<file path="src/rtl/rx_buf.sv">
// Serial-to-parallel frame receiver feeding a small output FIFO.
// Frames are a start beat, BEATS data beats (LSB first across lanes) and an optional parity beat.

`ifndef PAYLOAD_SIZE
`define PAYLOAD_SIZE 32
`endif
`ifndef ADDR_SZ
`define ADDR_SZ 4
`endif

module rx_buf #(
  parameter int DATA_W = `PAYLOAD_SIZE + `ADDR_SZ,
  parameter int LANES  = 1,
  parameter int DEPTH  = 4,
  parameter int PARITY = 0
) (
  input  logic                         clk,
  input  logic                         reset,
  input  logic [LANES-1:0]             serial_in,
  input  logic                         item_read,
  output logic                         valid,
  output logic                         channel_busy,
  output logic [DATA_W-1:0]            parallel_out,
  output logic [$clog2(DEPTH+1)-1:0]   count,
  output logic                         parity_err
);

  localparam int BEATS = DATA_W / LANES;
  localparam int BW    = (BEATS > 1) ? $clog2(BEATS) : 1;
  localparam int PW    = $clog2(DEPTH);
  localparam int CW    = $clog2(DEPTH + 1);
  localparam logic [CW-1:0] FULL_CNT  = CW'(DEPTH);
  localparam logic [BW-1:0] LAST_BEAT = BW'(BEATS - 1);

  typedef enum logic [1:0] {IDLE, RECV, PAR} state_t;

  state_t              state, state_next;
  logic [BW-1:0]       beat, beat_next;
  logic [DATA_W-1:0]   shreg, shreg_next;
  logic [DATA_W-1:0]   shifted;
  logic [DATA_W-1:0]   wr_data;
  logic                wr_req;
  logic                perr_next;
  logic                full, empty, wr_en, rd_en;
  logic [PW-1:0]       wr_ptr, rd_ptr;
  logic [DATA_W-1:0]   mem [DEPTH];

  assign full    = (count == FULL_CNT);
  assign empty   = (count == '0);
  // Each beat enters at the top, so after BEATS shifts beat 0 sits in the LSBs.
  assign shifted = {serial_in, shreg[DATA_W-1:LANES]};

  always_comb begin
    state_next = state;
    beat_next  = beat;
    shreg_next = shreg;
    wr_req     = 1'b0;
    wr_data    = shifted;
    perr_next  = 1'b0;
    case (state)
      IDLE: begin
        if (serial_in[0] && !full) begin
          state_next = RECV;
          beat_next  = '0;
        end
      end
      RECV: begin
        shreg_next = shifted;
        beat_next  = beat + BW'(1);
        if (beat == LAST_BEAT) begin
          beat_next = '0;
          if (PARITY != 0) begin
            state_next = PAR;
          end else begin
            state_next = IDLE;
            wr_req     = 1'b1;
          end
        end
      end
      PAR: begin
        state_next = IDLE;
        wr_data    = shreg;
        if ((^shreg) == serial_in[0]) wr_req = 1'b1;
        else                          perr_next = 1'b1;
      end
      default: state_next = IDLE;
    endcase
  end

  always_ff @(posedge clk or posedge reset) begin
    if (reset) begin
      state      <= IDLE;
      beat       <= '0;
      shreg      <= '0;
      parity_err <= 1'b0;
    end else begin
      state      <= state_next;
      beat       <= beat_next;
      shreg      <= shreg_next;
      parity_err <= perr_next;
    end
  end

  // Writes are gated by full even though the FSM never starts a frame while full.
  assign wr_en = wr_req & ~full;
  assign rd_en = item_read & ~empty;

  always_ff @(posedge clk or posedge reset) begin
    if (reset) begin
      wr_ptr <= '0;
      rd_ptr <= '0;
      count  <= '0;
    end else begin
      if (wr_en) wr_ptr <= wr_ptr + PW'(1);
      if (rd_en) rd_ptr <= rd_ptr + PW'(1);
      case ({wr_en, rd_en})
        2'b10:   count <= count + CW'(1);
        2'b01:   count <= count - CW'(1);
        default: count <= count;
      endcase
    end
  end

  always_ff @(posedge clk) begin
    if (wr_en) mem[wr_ptr] <= wr_data;
  end

  assign parallel_out = mem[rd_ptr];
  assign valid        = ~empty;
  assign channel_busy = (state != IDLE) | full;

endmodule

</file>
<file path="config.mk">
export PLATFORM = sky130hd
export DESIGN_NAME = rx_buf
export DESIGN_NICKNAME = d
export VERILOG_FILES = /design/src/rtl/rx_buf.sv
export SDC_FILE = /design/constraint.sdc
export NUM_CORES = 1
export LEC_CHECK = 0
export CORE_MARGIN = 1.5
export CORE_UTILIZATION = 55
export CTS_CLUSTER_SIZE = 30
export DETAILED_ROUTE_END_ITERATION = 16
export GPL_ROUTABILITY_DRIVEN = 0
export PLACE_DENSITY = 0.75
export SKIP_CTS_REPAIR_TIMING = 1
export SLEW_MARGIN = 20
export SYNTH_ARGS = -nofsm -noshare
export SYNTH_HDL_FRONTEND = slang
export SYNTH_SLANG_ARGS = --single-unit
</file>
<file path="constraint.sdc">
create_clock -name clk -period 5.22 [get_ports clk]
set_clock_uncertainty 0.05 [all_clocks]
set_input_delay 1.044 -clock clk [delete_from_list [all_inputs] [get_ports clk]]
set_output_delay 1.044 -clock clk [all_outputs]
set_load 0.03 [all_outputs]
</file>
==> qor.yml <==
power_and_ir_drop:
  pwr-share-seq: 0.444
  power.switching_w: 0.001548
  irDropWorstVdd_mv: 0.3091
  cellInternalPower_w: 0.003677
  leakage_nw: 2.970
  p_clk_frac: 0.282
  power_density_nw_per_um2: 607.6
  combPwrFrac: 0.274
  p_sw_frac: 0.2963
global_route:
  overflow: 0
  grt_usage: 0.1832
  grt_max_degree: 50
  antenna_found_initial: 0
  grt_pass1_vias: 3413
  grt_pass1_wl_mm: 18.91
clock_network:
  clk_pin_slew_ns: 0.07
  tritoncts: "yes"
  cts_sinks: 193
  cts_root_buf: "clkbuf_16"
  cts_made_buffers: 17
  clk_latency_ns: 0.43
  clk_path_buf_depth: 2
  htree_num_levels: 4
die:
  io_pins: 46
  core-area_um2: 12770
  die_w_um: 118.1
  initial_utilization: 0.5707
  design.die.area_um2: 13950
  fp-row-count: 41
  fp.dieH_um: 118.1
placed_design:
  portBuffers: 44
  dp_slack_ns: 1.922
  place_area_um2: 7905
  dp_hpwl_mm: 6.396
logic_synthesis:
  synth_top_area_frac: 0.5932
  synth_area_per_cell_um2: 21.69
  ys_types: 41
  syn_inst: 336
  netlist_area_um2: 7289
  yosys.area.top_type: "edfxtp_1"
  yosysSeqAreaShare: 0.7614
  synth_top_cells_by_area: "edfxtp_1, dfrtp_1, mux4_2, mux2_2, ha_1"
  yosys_register_bits: 193
  yosys_warnings: 0
  synth.net_count: 347
sta:
  hold_violations: 0
  final.min_clock_period_ns: 3.695
  fin_setup_tns_ns: 0
  slew_violations: 0
  final-setup-viol-count: 0
  rsz0062_at_grt: "no"
  setup_slack_ns: 1.525
  slew-limit-headroom: 0.3152
  fin_crit_sh: 0.7079
  worst_pin_slew_ns: 1.027
  fmax_mhz: 270.6
setup_path:
  startpoint: "rd_ptr[0]"
  critical_path.max_fanout: 15
  r2r_start: "state[0]"
  start_kind: "register"
  required_ns: 4.13
  worstSetupPathType: "register to output port"
  critical_path.endpoint_type: "output port"
  worstPathArrival_ns: 2.60
routing:
  topRoutingLayerUsed: "met4"
  vias: 3219
  drc: 0
  wl_per_cell_um: 20.23
  drt-total-wl_mm: 11.61
  met1_length_mm: 5.108
  wl_met3_um: 372
  firstDrtPassIters: 5
  viasPerCell: 5.608
  drtIter0Drc: 236
  ant_nets: 0
  met2_length_mm: 6.001
status:
  status: "completed"
finish:
  area_growth_pct: 17.97
  fin_area_um2: 8600
  diodes: 0
  drive_above_1_share: 0.2960
  nNetsFinal: 400
  utilization: 0.6732
min_path:
  hp-start: "shreg[5]"
  hold_path_class: "register to register"
job:
  cap_violations: 0
## cells in the final DEF (no fill, tap or decap), drive strengths merged, types with 2 or more instances in the layout
| master | count |
|---|---|
| inv | 8 |
| mux2 | 37 |
| nand3 | 2 |
| buf | 5 |
| ha | 6 |
| dfrtp | 49 |
| clkinvlp | 4 |
| nand2 | 2 |
| clkdlybuf4s50 | 44 |
| mux4 | 36 |
| clkbuf | 20 |
| nor4b | 3 |
| xnor2 | 4 |
| nor2 | 2 |
| bufinv | 6 |
| and2 | 4 |
| edfxtp | 144 |
| a22o | 2 |
| xor2 | 3 |
## critical path: stages, from the launching register on
cell and delay [ns]:
dfrtp_2 0.61, buf_4 0.37, mux4_2 0.56, clkdlybuf4s50_1 0.62
## power groups by stage
stage	Combinational [W]	Sequential [W]	Clock, W
detailed placement	0.00145	0.00235	0
global route	0.00153	0.00237	0.00156
global placement	0.00142	0.00231	0
CTS	0.00146	0.00232	0.00150
finish	0.00143	0.00232	0.00147
floorplan	0.00104	0.00222	0
## per-stage QoR
stage / hold slack [ns] / power, W / std cells
3_5_place_dp: 0.4729 / 0.003794 / 542
4_1_cts: 0.4829 / 0.005272 / 574
5_1_grt: 0.5050 / 0.005452 / 574
3_3_place_gp: 0.4522 / 0.003736 / 542
2_1_floorplan: 0.4224 / 0.003267 / 336
6_report: 0.4814 / 0.005225 / 574
## layer usage
layer / track usage / vias up
li1: - / 1448
met1: 0.2492 / 1697
met2: 0.2903 / 63
met3: 0.03973 / 11
met4: 0.07774 / 0
met5: 0 / -
## path summary, 6_finish.rpt
check                      slack (ns)  depth (start not counted)          endpoint
max                              1.52                          3  parallel_out[35]
min                              0.48                          0         mem[0][4]
max reg2reg                      2.36                          2         mem[0][9]
min reg2reg                      0.48                          0         mem[0][4]
max in group asynchronous        3.56                          3         rd_ptr[0]
min in group asynchronous        1.09                          3         shreg[17]
## logic make-up after synthesis
family,count (synthesis),share of synthesized area
other,1,0.0005144
adder cells (fa/ha/maj),7,0.01304
XOR/XNOR,7,0.008411
AO/OA/AOI/OAI,11,0.01167
flip-flops,193,0.7614
buffers and inverters,22,0.01442
multiplexers,74,0.1703
AND/OR/NAND/NOR,21,0.02026
## area by class of cell
class	count	area [µm²]
Inverter	7	26.28
Sequential cell	193	5552
Clock inverter	12	227.7
Clock buffer	20	466.7
Timing Repair Buffer	49	478.0
Fill cell	797	4174
Tap cell	172	215.2
Multi-Input combinational cell	121	1634
## synthesized netlist by cell type, drive strengths merged
| library cell | n |
|---|---|
| ha | 6 |
| mux2i | 1 |
| nor3b | 1 |
| and4 | 1 |
| o21a | 1 |
| mux2 | 37 |
| xor2 | 3 |
| buf | 12 |
| o31a | 1 |
| edfxtp | 144 |
| a211o | 1 |
| or3 | 1 |
| a21oi | 1 |
| inv | 7 |
| mux4 | 36 |
| clkbuf | 3 |
| xnor2 | 4 |
| dfrtp | 49 |
| or2b | 1 |
| or3b | 1 |
| a31oi | 1 |
| a221o | 1 |
| conb | 1 |
| o21ai | 1 |
| a22o | 2 |
| nor2b | 1 |
| and3 | 1 |
| a21boi | 1 |
| nand2 | 2 |
| o31ai | 1 |
| nand3b | 1 |
| nor2 | 2 |
| and2 | 4 |
| fa | 1 |
| nand3 | 2 |
| nor4b | 3 |
## flip-flops by register name (all words and copies together) (netlist names)
signal and flops:
state 1, shreg 35, rd_ptr 2, mem 144
count 3, beat 6, wr_ptr 2
No activity file was read; power rests on OpenSTA's default activity.
